===== config.mk =====
export PLATFORM = sky130hd
export DESIGN_NAME = dtack_gen
export DESIGN_NICKNAME = d
export VERILOG_FILES = /design/src/rtl/dtack_gen.sv
export SDC_FILE = /design/constraint.sdc
export NUM_CORES = 1
export LEC_CHECK = 0
export BUFFER_PORTS_ARGS = -buffer_cell sky130_fd_sc_hd__buf_2
export CAP_MARGIN = 20
export CORE_UTILIZATION = 25
export CTS_CLUSTER_DIAMETER = 50
export DETAILED_ROUTE_END_ITERATION = 8
export HOLD_SLACK_MARGIN = 0.06
export SETUP_SLACK_MARGIN = 0.15
export SKIP_CTS_REPAIR_TIMING = 1
export SYNTH_ARGS = -nofsm -noshare
export SYNTH_HDL_FRONTEND = slang
export SYNTH_SLANG_ARGS = --single-unit

===== constraint.sdc =====
create_clock -name clk -period 6.85 [get_ports clk]
set_clock_uncertainty 0.1 [all_clocks]
set_input_delay 0.3425 -clock clk [delete_from_list [all_inputs] [get_ports clk]]
set_output_delay 0.3425 -clock clk [all_outputs]
set_load 0.05 [all_outputs]

===== src/rtl/dtack_gen.sv =====
// DTACK/BERR generator for the CPU bus.
// Decodes memmap chip selects into per-region wait states and a bus timeout.
module dtack_gen #(
    parameter int unsigned RAM_WAIT = 1,
    parameter int unsigned ROM_WAIT = 3,
    parameter int unsigned IO_WAIT  = 4,
    parameter int unsigned GFX_WAIT = 2,
    parameter int unsigned REG_WAIT = 0,
    parameter int unsigned TIMEOUT  = 63
) (
    input  logic clk,
    input  logic reset,
    input  logic cpu_as,
    input  logic pas,
    input  logic csunmap,
    input  logic csram1,
    input  logic csram2,
    input  logic csrom,
    input  logic csio,
    input  logic csgfx,
    input  logic csctrl,
    input  logic cspgtbl,
    output logic dtack,
    output logic berr,
    output logic busy
);

    typedef enum logic [2:0] {
        S_IDLE,
        S_DECODE,
        S_WAIT,
        S_ACK,
        S_FAULT
    } state_t;

    localparam logic [7:0] RAM_W = 8'(RAM_WAIT);
    localparam logic [7:0] ROM_W = 8'(ROM_WAIT);
    localparam logic [7:0] IO_W  = 8'(IO_WAIT);
    localparam logic [7:0] GFX_W = 8'(GFX_WAIT);
    localparam logic [7:0] REG_W = 8'(REG_WAIT);
    localparam logic [7:0] TMO   = 8'(TIMEOUT);

    state_t     state_q, state_d;
    logic [7:0] wait_q, wait_d;
    logic [7:0] tmo_q, tmo_d;
    logic [7:0] tmo_inc;
    logic       dtack_q, dtack_d;
    logic       berr_q, berr_d;
    logic       busy_q, busy_d;
    logic       armed_q, armed_d;
    logic [7:0] cs_vec;
    logic       cs_one;
    logic [7:0] sel_wait;

    assign cs_vec = {csunmap, csram1, csram2, csrom,
                     csio, csgfx, csctrl, cspgtbl};
    assign cs_one = $onehot(cs_vec);

    // Wait count of the selected region (only meaningful when cs_one)
    always_comb begin
        sel_wait = REG_W;
        case (1'b1)
            csram1:  sel_wait = RAM_W;
            csram2:  sel_wait = RAM_W;
            csrom:   sel_wait = ROM_W;
            csio:    sel_wait = IO_W;
            csgfx:   sel_wait = GFX_W;
            default: sel_wait = REG_W;
        endcase
    end

    // Next-state, counters and registered outputs
    always_comb begin
        state_d = state_q;
        wait_d  = wait_q;
        tmo_d   = tmo_q;
        tmo_inc = (tmo_q == 8'hFF) ? 8'hFF : tmo_q + 8'd1;
        armed_d = !cpu_as;
        if (!cpu_as) begin
            state_d = S_IDLE;
            wait_d  = 8'd0;
            tmo_d   = 8'd0;
        end else begin
            case (state_q)
                S_IDLE: begin
                    if (armed_q) begin
                        state_d = S_DECODE;
                        wait_d  = 8'd0;
                        tmo_d   = 8'd0;
                    end
                end
                S_DECODE: begin
                    if (pas) begin
                        if (cs_one) begin
                            wait_d  = sel_wait;
                            state_d = (sel_wait == 8'd0) ? S_ACK : S_WAIT;
                        end else begin
                            state_d = S_FAULT;
                        end
                    end else begin
                        tmo_d = tmo_inc;
                        if (tmo_inc >= TMO)
                            state_d = S_FAULT;
                    end
                end
                S_WAIT: begin
                    if (wait_q <= 8'd1) begin
                        wait_d  = 8'd0;
                        state_d = S_ACK;
                    end else begin
                        wait_d = wait_q - 8'd1;
                    end
                end
                S_ACK:   state_d = S_ACK;
                S_FAULT: state_d = S_FAULT;
                default: state_d = S_IDLE;
            endcase
        end
        dtack_d = (state_d == S_ACK);
        berr_d  = (state_d == S_FAULT);
        busy_d  = (state_d != S_IDLE);
    end

    // State register with synchronous reset
    always_ff @(posedge clk) begin
        if (reset) begin
            state_q <= S_IDLE;
            wait_q  <= 8'd0;
            tmo_q   <= 8'd0;
            dtack_q <= 1'b0;
            berr_q  <= 1'b0;
            busy_q  <= 1'b0;
            armed_q <= 1'b0;
        end else begin
            state_q <= state_d;
            wait_q  <= wait_d;
            tmo_q   <= tmo_d;
            dtack_q <= dtack_d;
            berr_q  <= berr_d;
            busy_q  <= busy_d;
            armed_q <= armed_d;
        end
    end

    assign dtack = dtack_q;
    assign berr  = berr_q;
    assign busy  = busy_q;

endmodule


* After elaboration in Yosys (flattened, before gate mapping) *
Cells that the tools add are included.

cells by class
  mux-type cells = 21
  reductions and logical operators = 9
  add/subtract/negate cells = 9
  eq/ne operators = 12
  bitwise gates (word level) = 1
  magnitude comparators = 2

operators by type and width
  cell                                                                                  number
  8-bit two-way mux                                                                     9
  8-bit case mux with 3 select lines                                                    1
  3-bit two-way mux                                                                     7
  8-bit case mux with 2 select lines                                                    1
  3-bit case mux with 5 select lines                                                    1
  3-bit by 2-bit equality test with 1-bit output (second input constant)                3
  1-bit by 1-bit adder with 2-bit output                                                4
  8-bit by 1-bit adder with 8-bit output (second input constant)                        1
  8-bit equality test (second input constant)                                           1
  8-bit by 6-bit greater-or-equal comparator with 1-bit output (second input constant)  1
  8-bit by 1-bit less-or-equal comparator with 1-bit output (second input constant)     1
  8-bit logical NOT                                                                     1
  2-bit != test (second input constant)                                                 4
  8-bit by 1-bit subtractor with 8-bit output (second input constant)                   1
  2-bit by 2-bit adder with 3-bit output                                                2
  3-bit equality test (second input constant)                                           2
  3-bit nonzero test                                                                    2
  3-bit by 3-bit adder with 4-bit output                                                1
  4-bit by 1-bit equality test with 1-bit output (second input constant)                1
  4-bit AND reduction                                                                   1
  3-bit by 1-bit equality test with 1-bit output (second input constant)                1
  3-bit logical NOT                                                                     1
  3-bit AND reduction                                                                   1
  2-bit two-way mux                                                                     1
  5 further kinds                                                                       5

word-level totals
  input port bits = 12
  register bits after elaboration = 23
  logic and storage cells = 61

* Depth between registers and ports, before layout *
  depth in word-level cells = 12
  mapped depth = 14
  mapped depth without buffers = 13

* Worst setup path before layout *
Ideal clock, no wire load.

  kind = input to register
  from = in csunmap
  to = reg wait_q[3]
  arrival = 3,754 ps
  slack = 2,924 ps
  stages on the path = 13
  path buffers = 0
  cells stage by stage = inv_1 > fa_1 > fa_1 > fa_1 > inv_1 > ha_1 > inv_1 > fa_1 > or3b_4 > o31ai_4 > a31oi_4 > or4_1 > a21oi_1

on the way
  cells in the longest elaborated chain, start to end = 6

ends and longest elaborated chain
  what                                                          line  RTL
  start, declared                                               15    input logic csunmap,
  1-bit by 1-bit adder with 2-bit output (not written as such)  57    assign cs_one = $onehot(cs_vec);
  2-bit by 2-bit adder with 3-bit output (not written as such)  57
  3-bit by 3-bit adder with 4-bit output (not written as such)  57
  4-bit by 1-bit equality test with 1-bit output                57
  2-bit != test (no line)                                       -
  4-bit AND reduction (no line)                                 -
  end signal, assigned                                          136   wait_q <= wait_d;
  end, declared                                                 44    logic [7:0] wait_q, wait_d;

No other way between the ends.
A chain may end at the register's enable or synchronous reset.

* Final worst setup path *
Ends and elaborated chain as after synthesis.

==> flow_summary_export.csv <==
group,metric,value,unit
detailed_routing,post_drt_via_cell_ratio,4.996,
worst_setup_path,worst-path-max-fanout,17,
sta,slew-limit-headroom,0.4506,
grt,grt_pass1_vias,1269,
grt,grt_pass1_wl,5671,um
power_and_ir_drop,powerDensity,169.6,nW/um^2
detailed_routing,met3_length,115,um
layout,fillers,627,
detailed_routing,ant_nets,0,
worst_setup_path,cp.required,6.88,ns
synthesis,synth_top_area_frac,0.3007,
run,drv_cap,0,
sta,layout_setup_ws,2.868,ns
worst_setup_path,crit_family,"adder cells",
detailed_routing,num_vias,1384,
clocking,h-tree-depth,1,
layout,area_growth_syn_to_layout,11.44,%
synthesis,synth-edff-count,0,
sta,timing.final.crit_period,3.982,ns
sta,finalHoldViolCount,0,
worst_setup_path,slowest_stage,"fa_1",
worst_setup_path,start_kind,"input pin",
worst_setup_path,crit_path_frequent_cell,"fa_1",
worst_setup_path,cpPeakStageDelay,0.55,ns
floorplan,std_cell_rows,28,
synthesis,synth_flop_cell,"dfxtp_1",
min_path,min_path_type,"input pin to register",
detailed_routing,drt-initial-drc-count,58,
floorplan,die_x,80.27,um
detailed_routing,route.detailed.drc,0,
sta,tns,0,ns
synthesis,synth_top_area_cell,"dfxtp_1",
power_and_ir_drop,leakage,0.7032,nW
sta,worstMarginPinSlew,0.8224,ns
floorplan,core_area,5921,um^2
synthesis,syn_area,1531,um^2
synthesis,avgSynthCellArea,7.976,um^2
detailed_routing,wl,3243,um
clocking,cts-root-buf,"clkbuf_8",
worst_setup_path,arrival,4.01,ns
place,port_buffers,14,
floorplan,dieHeight,80.27,um
worst_setup_path,crit_type,"input pin to register",
floorplan,die_area,6442,um^2
sta,hold_ws,0.1510,ns
synthesis,synth_seq_cells,23,
layout,diodes,0,
synthesis,synth.area.top_cells,"dfxtp_1, a21oi_1, fa_1",
sta,rsz0062_at_grt,"false",
floorplan,io-pin-count,15,
floorplan,start_util,0.2587,
grt,grt_overflow_total,0,
layout,fin_nets,225,
detailed_routing,route.layer.met1.wl,1581,um
place,dpl.hpwl,2502,um
grt,grt_max_degree,18,
clocking,clkSinkCount,23,
clocking,cts_tree,"yes",
layout,utilization,0.2883,
synthesis,async_flop_share,0,
outcome,status,"completed",
detailed_routing,top_layer,"met4",
place,gp_congestion,0.8112,
grt,groute.usage.overall,0.1120,
worst_setup_path,crit_chain,"buf_2 > inv_1 > fa_1 > fa_1 > fa_1 > inv_1 > ha_1 > inv_1 > fa_1 > or3b_4 > o31ai_4 > a31oi_4 > o21ai_0 > a21oi_1",
sta,setup_viol,0,
detailed_routing,firstDrtPassIters,4,
worst_setup_path,end_kind,"register",
synthesis,ys_warn_count,0,
synthesis,synth_cells,192,
sta,fmax,251.1,MHz
clocking,clk_pin_slew,0.08,ns
clocking,clk-insertion-delay-late,0.26,ns
detailed_routing,wl_met2,1513,um
detailed_routing,post_drt_wl_per_cell,11.71,um
worst_setup_path,critPathBufInv,4,
layout,regArea,460.4,um^2
layout,multi_input_area,962.2,um^2
clocking,clock_path_buffers,2,
clocking,cts_made_buffers,3,
sta,slew_violations,0,
grt,antenna_found_initial,0,
synthesis,seq_area_frac_synth,0.3007,
layout,drive_gt1_frac,0.1238,
synthesis,synth_fp_nets,214,
synthesis,synthDistinctLibCells,51,
power_and_ir_drop,vdd_ir_drop_max,81.04,uV
place,dp_slack,2.557,ns
sta,timing.final.crit_share,0.5813,
[Yosys cell counts (all sizes together), types with 3 or more instances]
cell	count
a21oi	20
a31oi	3
and2	3
buf	3
clkbuf	5
dfxtp	23
fa	4
ha	6
inv	20
nand2	10
nand3	3
nor2	18
nor2b	5
nor3	5
o21ai	12
o31ai	7
or2	4
or4	5
[final cells by class]
class	count	area share
Clock buffer	4	0.02639
Inverter	20	0.04399
Multi-Input combinational cell	141	0.5638
Sequential cell	23	0.2698
Tap cell	75	0.05499
Timing Repair Buffer	14	0.04106
[sequential cells by signal, summed over array words and instances, names as in the netlist]
register  cells
armed_q       1
berr          1
busy          1
dtack         1
state_q       3
tmo_q         8
wait_q        8
[per-stage QoR]
step           area, um^2  power, mW  std cells
6_report             1707     0.2894        277
4_1_cts              1707     0.2944        277
3_5_place_dp         1662     0.2084        273
3_3_place_gp         1662     0.2060        273
5_1_grt              1707     0.3089        277
2_1_floorplan        1531     0.1925        192
[layout by cell type (no fill, tap or decap), types with 2 or more instances in the layout]
cell type	instances
or2_2	3
or3_1	2
nand4_1	2
o21ai_1	2
a31oi_1	2
clkbuf_8	3
or4_1	5
nand3_1	3
a211oi_1	2
nand2_1	10
o32ai_1	2
and3_1	2
a21oi_1	20
ha_1	6
fa_1	4
buf_2	14
a21o_1	2
nor2b_1	5
dfxtp_1	23
and2_1	2
inv_1	20
nor3_1	5
o21ai_0	10
o22ai_1	2
nand2b_1	2
o31ai_1	6
nor2_1	18
[final timing paths]
check             cells past startpoint  startpoint        end  slack [ns]
setup reg to reg                      6    tmo_q[0]      dtack        4.53
setup / recovery                     14     csunmap  wait_q[3]        2.87
hold / removal                        2       reset    armed_q        0.15
hold reg to reg                       2   wait_q[7]  wait_q[7]        0.39
[metal layers]
metal  up-vias  global-route usage
li1        713                   -
met1       643              0.1419
met2        24              0.1906
met3         4             0.02273
met4         0             0.03214
met5         -                   0
[report_power, final]
part | internal (mW) | switching (mW) | leakage [nW]
sequential | 0.136 | 0.00192 | 0.186
clock | 0.0415 | 0.0442 | 0.0228
combinational | 0.0266 | 0.0393 | 0.494
[logic make-up after synthesis]
group	count (synthesis)	synth area share
AO/OA/AOI/OAI	62	0.2786
XOR/XNOR	1	0.005720
flip-flops	23	0.3007
adder cells (fa/ha/maj)	10	0.1013
buffers and inverters	28	0.07108
AND/OR/NAND/NOR	68	0.2426
No activity file was read; power rests on OpenSTA's default activity.
